--- src/rtl/hx8352_fill_sequencer_if.sv ---
// Command/data bus between the fill sequencer (master) and hx8352_controller (slave).
interface hx8352_fill_sequencer_if;
   logic [15:0] cmd_out;
   logic        cmd_step;
   logic [15:0] data_out;
   logic        data_step;
   logic        busy;
   logic        init_done;

   modport master (output cmd_out, cmd_step, data_out, data_step, input busy, init_done);
   modport slave  (input cmd_out, cmd_step, data_out, data_step, output busy, init_done);
endinterface

--- src/rtl/hx8352_fill_sequencer.sv ---
// Fills a rectangular LCD window with one RGB565 colour through hx8352_controller.
// Optional HX8352_FILL_ROWINC_EN: pixel word becomes colour + (y - y0) for a stripe gradient.
module hx8352_fill_sequencer #(
   parameter int H_RES = 240,
   parameter int V_RES = 400,
   parameter int GUARD = 2
) (
   input  logic                           clk,
   input  logic                           rst,
   input  logic                           start,
   input  logic                           abort,
   input  logic [8:0]                     x0,
   input  logic [8:0]                     x1,
   input  logic [8:0]                     y0,
   input  logic [8:0]                     y1,
   input  logic [15:0]                    colour,
   output logic                           active,
   output logic                           done,
   output logic [1:0]                     status,
   hx8352_fill_sequencer_if.master        bus
);
   localparam int         GW    = (GUARD < 2) ? 1 : $clog2(GUARD + 1);
   localparam logic [9:0] H_LIM = 10'(H_RES);
   localparam logic [9:0] V_LIM = 10'(V_RES);

   typedef enum logic [2:0] {S_IDLE, S_CHECK, S_ARM, S_REG, S_RAMW, S_PIX, S_DONE} state_t;
   state_t state, state_nx;

   logic [8:0]    x0_q, x1_q, y0_q, y1_q, col, row, fld;
   logic [15:0]   colour_q, cmd_hold, data_hold, reg_word, pix_word;
   logic [3:0]    reg_idx;
   logic [16:0]   pix_cnt, n_pix;
   logic [GW-1:0] guard;
   logic          abort_req, abort_now, step_free, step_ok, win_bad;
   logic          set_bad, set_abort;

   assign win_bad   = (x0_q > x1_q) || (y0_q > y1_q) ||
                      ({1'b0, x1_q} >= H_LIM) || ({1'b0, y1_q} >= V_LIM);
   assign abort_now = abort | abort_req;
   // busy is only trusted once the post-strobe guard window has elapsed
   assign step_free = (guard == '0) && !bus.busy;
   assign step_ok   = step_free && bus.init_done && !abort_now;

   always_comb begin
      case (reg_idx[3:2])
         2'd0:    fld = x0_q;
         2'd1:    fld = x1_q;
         2'd2:    fld = y0_q;
         default: fld = y1_q;
      endcase
      reg_word = reg_idx[1] ? {8'h00, fld[7:0]} : {15'h0000, fld[8]};
   end

`ifdef HX8352_FILL_ROWINC_EN
   assign pix_word = colour_q + {7'h00, row - y0_q};
`else
   assign pix_word = colour_q;
`endif

   always_comb begin
      state_nx      = state;
      bus.cmd_step  = 1'b0;
      bus.data_step = 1'b0;
      bus.cmd_out   = cmd_hold;
      bus.data_out  = data_hold;
      set_bad       = 1'b0;
      set_abort     = 1'b0;
      case (state)
         S_IDLE:  if (start) state_nx = S_CHECK;
         S_CHECK: begin
            state_nx = win_bad ? S_DONE : S_ARM;
            set_bad  = win_bad;
         end
         S_ARM: begin
            if (abort_now) begin
               state_nx  = S_DONE;
               set_abort = 1'b1;
            end else if (step_free && bus.init_done) begin
               state_nx = S_REG;
            end
         end
         S_REG, S_RAMW, S_PIX: begin
            if (step_free && abort_now) begin
               state_nx  = S_DONE;
               set_abort = 1'b1;
            end else if (step_ok) begin
               if (state == S_REG) begin
                  // even index: register select, odd index: its data word
                  if (!reg_idx[0]) begin
                     bus.cmd_step = 1'b1;
                     bus.cmd_out  = 16'h0002 + {13'h0000, reg_idx[3:1]};
                  end else begin
                     bus.data_step = 1'b1;
                     bus.data_out  = reg_word;
                  end
                  if (reg_idx == 4'hF) state_nx = S_RAMW;
               end else if (state == S_RAMW) begin
                  bus.cmd_step = 1'b1;
                  bus.cmd_out  = 16'h0022;
                  state_nx     = S_PIX;
               end else begin
                  bus.data_step = 1'b1;
                  bus.data_out  = pix_word;
                  if (pix_cnt == n_pix - 17'd1) state_nx = S_DONE;
               end
            end
         end
         S_DONE:  state_nx = S_IDLE;
         default: state_nx = S_IDLE;
      endcase
   end

   assign active = (state != S_IDLE) && (state != S_DONE);
   assign done   = (state == S_DONE);

   always_ff @(posedge clk or negedge rst) begin
      if (!rst) begin
         state     <= S_IDLE;
         x0_q      <= '0;
         x1_q      <= '0;
         y0_q      <= '0;
         y1_q      <= '0;
         colour_q  <= '0;
         cmd_hold  <= '0;
         data_hold <= '0;
         reg_idx   <= '0;
         pix_cnt   <= '0;
         n_pix     <= '0;
         col       <= '0;
         row       <= '0;
         guard     <= '0;
         abort_req <= 1'b0;
         status    <= 2'b00;
      end else begin
         state     <= state_nx;
         cmd_hold  <= bus.cmd_out;
         data_hold <= bus.data_out;
         if (bus.cmd_step || bus.data_step) guard <= GW'(GUARD);
         else if (guard != '0)              guard <= guard - 1'b1;
         if (state == S_IDLE && start) begin
            x0_q      <= x0;
            x1_q      <= x1;
            y0_q      <= y0;
            y1_q      <= y1;
            colour_q  <= colour;
            status    <= 2'b00;
            abort_req <= 1'b0;
            reg_idx   <= '0;
         end
         if (state == S_CHECK)
            n_pix <= 17'(x1_q - x0_q + 9'd1) * 17'(y1_q - y0_q + 9'd1);
         if (set_bad)   status <= 2'b01;
         if (set_abort) status <= 2'b10;
         if (abort && (state inside {S_ARM, S_REG, S_RAMW, S_PIX})) abort_req <= 1'b1;
         if (state == S_REG && step_ok) reg_idx <= reg_idx + 4'd1;
         if (state == S_RAMW && step_ok) begin
            pix_cnt <= '0;
            col     <= x0_q;
            row     <= y0_q;
         end
         if (state == S_PIX && step_ok) begin
            pix_cnt <= pix_cnt + 17'd1;
            if (col == x1_q) begin
               col <= x0_q;
               row <= row + 9'd1;
            end else begin
               col <= col + 9'd1;
            end
         end
      end
   end
endmodule

--- src/flat_wrapper.sv ---
// flat-port wrapper written by rule: the top's interface ports become plain ports
module hx8352_fill_sequencer_flat 
#(
   parameter int H_RES = 240,
   parameter int V_RES = 400,
   parameter int GUARD = 2
)
  (clk, rst, start, abort, x0, x1, y0, y1, colour, active, done, status, bus_cmd_out, bus_cmd_step, bus_data_out, bus_data_step, bus_busy, bus_init_done);
  hx8352_fill_sequencer_if bus_i ();
  input  logic clk;
  input  logic rst;
  input  logic start;
  input  logic abort;
  input  logic [8:0] x0;
  input  logic [8:0] x1;
  input  logic [8:0] y0;
  input  logic [8:0] y1;
  input  logic [15:0] colour;
  output logic active;
  output logic done;
  output logic [1:0] status;
  output wire logic [$bits(bus_i.cmd_out)-1:0] bus_cmd_out;
  output wire logic [$bits(bus_i.cmd_step)-1:0] bus_cmd_step;
  output wire logic [$bits(bus_i.data_out)-1:0] bus_data_out;
  output wire logic [$bits(bus_i.data_step)-1:0] bus_data_step;
  input wire logic [$bits(bus_i.busy)-1:0] bus_busy;
  input wire logic [$bits(bus_i.init_done)-1:0] bus_init_done;
  assign bus_cmd_out = bus_i.cmd_out;
  assign bus_cmd_step = bus_i.cmd_step;
  assign bus_data_out = bus_i.data_out;
  assign bus_data_step = bus_i.data_step;
  assign bus_i.busy = bus_busy;
  assign bus_i.init_done = bus_init_done;
  hx8352_fill_sequencer #(.H_RES(H_RES), .V_RES(V_RES), .GUARD(GUARD)) u_core (.clk(clk), .rst(rst), .start(start), .abort(abort), .x0(x0), .x1(x1), .y0(y0), .y1(y1), .colour(colour), .active(active), .done(done), .status(status), .bus(bus_i));
endmodule
--- config.mk ---
export PLATFORM = sky130hd
export DESIGN_NAME = hx8352_fill_sequencer_flat
export DESIGN_NICKNAME = d
export VERILOG_FILES = /design/src/rtl/hx8352_fill_sequencer_if.sv /design/src/rtl/hx8352_fill_sequencer.sv /design/src/flat_wrapper.sv
export SDC_FILE = /design/constraint.sdc
export NUM_CORES = 1
export LEC_CHECK = 0
export CAP_MARGIN = 20
export CORE_MARGIN = 2
export CORE_UTILIZATION = 65
export CTS_BUF_LIST = sky130_fd_sc_hd__clkbuf_4 sky130_fd_sc_hd__clkbuf_8 sky130_fd_sc_hd__clkbuf_16
export DETAILED_ROUTE_END_ITERATION = 10
export HOLD_SLACK_MARGIN = 0.05
export PLACE_DENSITY = 0.86
export SLEW_MARGIN = 10
export SYNTH_ARGS = -nofsm -noshare
export SYNTH_HDL_FRONTEND = slang
export SYNTH_SLANG_ARGS = --single-unit
--- constraint.sdc ---
create_clock -name clk -period 14.24 [get_ports clk]
set_clock_uncertainty 0.2 [all_clocks]
set_input_delay 2.848 -clock clk [delete_from_list [all_inputs] [get_ports clk]]
set_output_delay 2.848 -clock clk [all_outputs]
set_load 0.005 [all_outputs]
Word level (Yosys, flattened, before mapping)
Index checks and enable logic that the tools add are counted.
{ "totals": {"reg_bits": 130, "word_cells": 126} }
{ "classes": {"addsub": 9, "n_mul": 1, "magnitude_cmp": 4, "eq_ne": 16, "mux": 52, "n_bitwise": 1, "n_reduce_logical": 29} }
{ "op_table": {"columns": ["operator", "n"], "rows": [
  ["two-way mux 16 bit", 12],
  ["adder 17 x 1 -> 17 bit (second input constant)", 3],
  ["two-way mux 17 bit", 2],
  ["two-way mux 3 bit", 10],
  ["case mux 9 bit (3 select lines)", 1],
  ["subtractor 9 x 9 -> 10 bit", 2],
  ["greater-than comparator 9 bit", 2],
  ["== test 17 bit", 1],
  ["multiplier 17 x 17 -> 17 bit", 1],
  ["two-way mux 1 bit", 17],
  ["subtractor 17 x 1 -> 17 bit (second input constant)", 1],
  ["case mux 3 bit (4 select lines)", 1],
  ["logical AND 1 bit", 10],
  ["two-way mux 2 bit", 5],
  ["nonzero test 2 bit", 5],
  ["== test 3 bit (second input constant)", 3],
  ["greater-or-equal comparator 9 x 8 -> 1 bit (second input constant)", 1],
  ["greater-or-equal comparator 9 bit (second input constant)", 1],
  ["two-way mux 4 bit", 2],
  ["two-way mux 8 bit", 1],
  ["== test 3 x 2 -> 1 bit (second input constant)", 2],
  ["inequality test 3 x 1 -> 1 bit (second input constant)", 2],
  ["nonzero test 3 bit", 2],
  ["inequality test 5 x 1 -> 1 bit (second input constant)", 1],
  ["other kinds (19)", 24]
]} }

Depth between registers and ports, before layout
{ "logic_depth": {"word_depth": 9, "mapped_depth": 32} }

Worst setup path before layout
No wires, ideal clock.
{ "synth_timing": {"path_kind": "register -> register", "startpoint": "register u_core.x1_q[0]", "endpoint": "register u_core.n_pix[16]", "t_arrival_ps": 7941, "required_ps": 13915, "setup_slack_ps": 5974, "stages_incl_launch_ff": 31, "n_path_buf": 1, "synth_period_minus_slack_ps": 8266, "path_cell_list": "dfrtp_1 > inv_1 > ha_1 > fa_1 > nor2b_4 > o311a_1 > o31a_1 > o22a_1 > xor2_1 > a41oi_1 > buf_2 > nand2b_1 > and2_1 > fa_1 > inv_1 > fa_1 > fa_1 > inv_1 > fa_1 > fa_1 > inv_1 > fa_1 > inv_1 > ha_1 > nand3_1 > a211oi_1 > a2111oi_0 > o21bai_1 > a21oi_1 > xor3_1 > mux2_4"} }
{ "synth_between": {"elab_chain_cells": 3} }
{ "synth_rtl": {"columns": ["element", "line", "rtl"], "rows": [
  ["from (decl)", "hx8352_fill_sequencer.sv:29", "logic [8:0] x0_q, x1_q, y0_q, y1_q, col, row, fld;"],
  ["from (signal assigned)", "hx8352_fill_sequencer.sv:120", "x1_q <= '0;"],
  ["from (signal assigned)", "hx8352_fill_sequencer.sv:142", "x1_q <= x1;"],
  ["subtractor 9 x 9 -> 10 bit", "hx8352_fill_sequencer.sv:151", "n_pix <= 17'(x1_q - x0_q + 9'd1) * 17'(y1_q - y0_q + 9'd1);"],
  ["adder 17 x 1 -> 17 bit", "hx8352_fill_sequencer.sv:151", null],
  ["multiplier 17 x 17 -> 17 bit", "hx8352_fill_sequencer.sv:151", null],
  ["to (signal assigned)", "hx8352_fill_sequencer.sv:151", null],
  ["to (decl)", "hx8352_fill_sequencer.sv:32", "logic [16:0] pix_cnt, n_pix;"]
]} }
No other way between the ends.
A chain may end at the register's enable or synchronous reset.

Worst setup path after layout
{ "layout_timing": {"startpoint": "register u_core.x0_q[0]", "endpoint": "register u_core.n_pix[16]"} }
{ "layout_between": {"elab_chain_cells": 3} }
{ "layout_rtl": {"columns": ["element", "line", "rtl"], "rows": [
  ["from (decl)", "hx8352_fill_sequencer.sv:29", null],
  ["from (signal assigned)", "hx8352_fill_sequencer.sv:119", "x0_q <= '0;"],
  ["from (signal assigned)", "hx8352_fill_sequencer.sv:141", "x0_q <= x0;"],
  ["subtractor 9 x 9 -> 10 bit", "hx8352_fill_sequencer.sv:151", null],
  ["adder 17 x 1 -> 17 bit", "hx8352_fill_sequencer.sv:151", null],
  ["multiplier 17 x 17 -> 17 bit", "hx8352_fill_sequencer.sv:151", null]
]} }
No other way between the ends.

==> metrics.md <==
| Metric | Value |
|---|---|
| Hold_sp | `u_core.cmd_hold[6]` |
| Largest net degree at the start of global routing | `83` |
| DP HPWL | `22.0 mm` |
| Row count | `49` |
| Worst slew pin tran | `1.04 ns` |
| Final TNS setup | `0 ns` |
| Vias per inst | `5.87` |
| Fin. max-slew vios | `0` |
| Top Family by Delay on Critical Path | `adder cells` |
| Most used DFF post-synth | `dfrtp_1` |
| Synth top area share | `27.6%` |
| Seq. cell area | `3250 sq um` |
| Min-delay worst type | `register to register` |
| Final Non-Filler Cells | `1670` |
| Drt total wl | `29.6 mm` |
| Pre-antenna DRT Iters | `8` |
| Synth area leaders | `dfrtp_1 28%, fa_1 16%, ha_1 8.6%, nand2_1 7.7%, inv_1 6.1%` |
| Remaining global-route overflow | `0` |
| WS Path Type | `register to register` |
| Dpl cells | `1637` |
| Worst-skew pair later-pin latency | `0.43 ns` |
| Synth cell types | `77` |
| Area growth syn-to-layout | `15.1%` |
| Seq cells post-synth | `130` |
| FILL cells | `1184` |
| Width of the die | `139 microns` |
| Layout cell share with drive strength beyond 1 | `4.65%` |
| Fmax | `0.110 GHz` |
| Post-CTS setup buffers | `0` |
| TritonCTS buffer count | `17` |
| CTS tree | `built` |
| CP endpoint kind | `register` |
| First-pass GRT wire length | `48.5 mm` |
| Final Setup Violations | `0` |
| Via count | `9796` |
| Yosys top cell by area | `dfrtp_1` |
| Die ar. | `19200 sq um` |
| Max Cap Viol | `0` |
| Slew headroom | `30.8%` |
| Diode count | `0` |
| Syn_area_per_cell | `8.71 sq um` |
| Worst Path Buf+Inv | `4` |
| Data arrival time of the worst path | `9.22 ns` |
| Reg-to-reg endpoint | `u_core.n_pix[16]` |
| H-tree levels | `4` |
| Max Buffers Root-to-Sink | `2` |
| Antenna violations before repair | `0` |
| Area of the multi-input gates | `7630 sq um` |
| Worst-case reg-to-reg path depth | `28` |
| CP startpoint kind | `register` |
| Die H | `139 microns` |
| Hold endpoint | `u_core.cmd_hold[6]` |
| Gate Count Post-Synth | `1352` |
| Final hold vios | `0` |
| I/O pins | `96` |
| Cts repair resizes | `0` |
| Core region area | `17800 sq um` |
| Initial drt markers | `821` |
| GRT Total Usage | `31.2%` |
| CP max stage delay | `0.65 ns` |
| Clock transition at path regs | `0.08 ns` |
| Slowest cell on the critical path | `a2111oi_0` |
| Period utilisation layout | `63.9%` |
| EDFF count, synth | `0` |
| WL per Instance | `17.7 microns` |
| Port bufs | `95` |
| Crit path required time | `14.35 ns` |
| Final GP Congestion | `0.943` |
| Critical-path maximum fanout | `11` |
| Outcome | `finished, final reports clean` |
| FF-to-FF Start | `u_core.x0_q[0]` |
| Top cell by count, worst path | `fa_1` |
| Drt drc | `0` |
| Clock root buffer | `clkbuf_16` |
| Sequential-to-total area share from yosys stat | `27.6%` |
| Vias in the first global route | `10000` |
| # hold bufs at CTS | `0` |
| Synth warn | `0` |
| Net count after synthesis | `1587` |
| Clock Sinks | `130` |
| Synthesized area | `11800 sq um` |
| Final nets | `1663` |
| Async S/R FF share, synth | `100%` |
| RSZ-0062 raised after global routing | `false` |
| R2r setup slk | `5.14 ns` |
| Post-route ant nets | `0` |
| WHS Path Cells | `1` |
| Starting density of the core | `66.0%` |
| Shortest period the worst path allows | `9.10 ns` |
## per-layer routing
layer | vias to the layer above | GRT usage [%] | share of wire [%]
met1 | 4675 | 39.5 | 39
met2 | 455 | 52.8 | 49
met3 | 97 | 5.77 | 7.3
met5 | - | 0 | 0
met4 | 0 | 14.0 | 4.3
li1 | 4569 | - | -
## stage by stage
stage | hold WS (ns) | area, sq um | util (%) | worst slack (ns)
2_1_floorplan | 0.245 | 11800 | - | 5.97
3_3_place_gp | 0.260 | 12900 | 72.3 | 5.50
3_5_place_dp | 0.267 | 12900 | 72.3 | 5.22
4_1_cts | 0.285 | 13500 | 75.8 | 5.16
5_1_grt | 0.311 | 13600 | 76.0 | 4.53
6_report | 0.284 | 13600 | 76.0 | 5.14
## placed cells by master, fill, tap and decap left out, types with 4 or more instances in the layout
master	n
nor2_1	72
nor2b_1	15
and3_1	4
o22ai_1	13
nand3_1	35
dfrtp_1	130
a21o_1	4
nand4_1	11
ha_1	81
a222oi_1	9
o31ai_1	5
or3_1	7
o211ai_1	5
clkdlybuf4s50_1	94
o21ai_0	70
nand2b_1	20
clkinv_8	6
a21boi_0	6
a31oi_1	7
xnor3_1	4
xor2_1	25
a21oi_1	41
o21ai_1	4
a22o_1	19
xnor2_1	53
buf_4	10
inv_1	191
inv_8	6
o21bai_1	4
nor4_1	5
clkbuf_16	17
mux2i_1	4
nor3_1	13
fa_1	96
nand2_1	243
and2_1	48
## synthesized netlist by cell type, types with 5 or more instances
cell,count
ha_1,81
xor2_1,25
a22o_1,19
and2_1,48
clkbuf_1,47
dfrtp_1,130
fa_1,96
o22ai_1,13
nor3_1,13
a21oi_1,41
nand2b_1,20
a21boi_0,6
a31oi_1,7
inv_1,191
or3_1,7
nand2_1,243
o211ai_1,5
nor2b_1,15
nor4_1,5
nand3_1,35
a222oi_1,9
o21ai_0,70
nor2_1,72
o31ai_1,5
xnor2_1,53
nand4_1,11
## logic make-up after synthesis
family,synth area share (%)
and+or+nand+nor,19.7
buffers and inverters,7.66
AOI/OAI and AO/OA,12.2
adders and majority gates,24.9
DFF,27.6
xor gates and xnor gates,7.28
muxes,0.659
## layout make-up
type / count / share of cell area [%]
clock inverters: 15 / 1.47
clock buffers: 17 / 3.14
inverters: 192 / 5.32
multi-input cells: 982 / 56.3
well taps: 229 / 2.11
flip-flops and latches: 130 / 24.0
repair buffers: 105 / 7.70
## sequential cells by signal (all words and copies together), names as in the netlist
name	cells
u_core.y1_q	9
u_core.status	2
u_core.x1_q	9
u_core.abort_req	1
u_core.colour_q	16
u_core.data_hold	16
u_core.state	3
u_core.x0_q	9
u_core.reg_idx	4
u_core.y0_q	9
u_core.cmd_hold	16
u_core.pix_cnt	17
u_core.n_pix	17
u_core.guard	2
## worst max path at each step
stage               depth (start not counted)      startpoint          endpoint
finish                                     28  u_core.x0_q[0]  u_core.n_pix[16]
global route                               29  u_core.x1_q[0]  u_core.n_pix[16]
global placement                           28  u_core.x0_q[0]  u_core.n_pix[16]
detailed placement                         29  u_core.x1_q[0]  u_core.n_pix[16]
CTS                                        28  u_core.x0_q[0]  u_core.n_pix[16]
floorplan                                  30  u_core.x1_q[0]  u_core.n_pix[16]
Power is left out: the tool's default activity adds up to more than one toggle a clock period on the data nets, which glitch-free logic cannot reach.
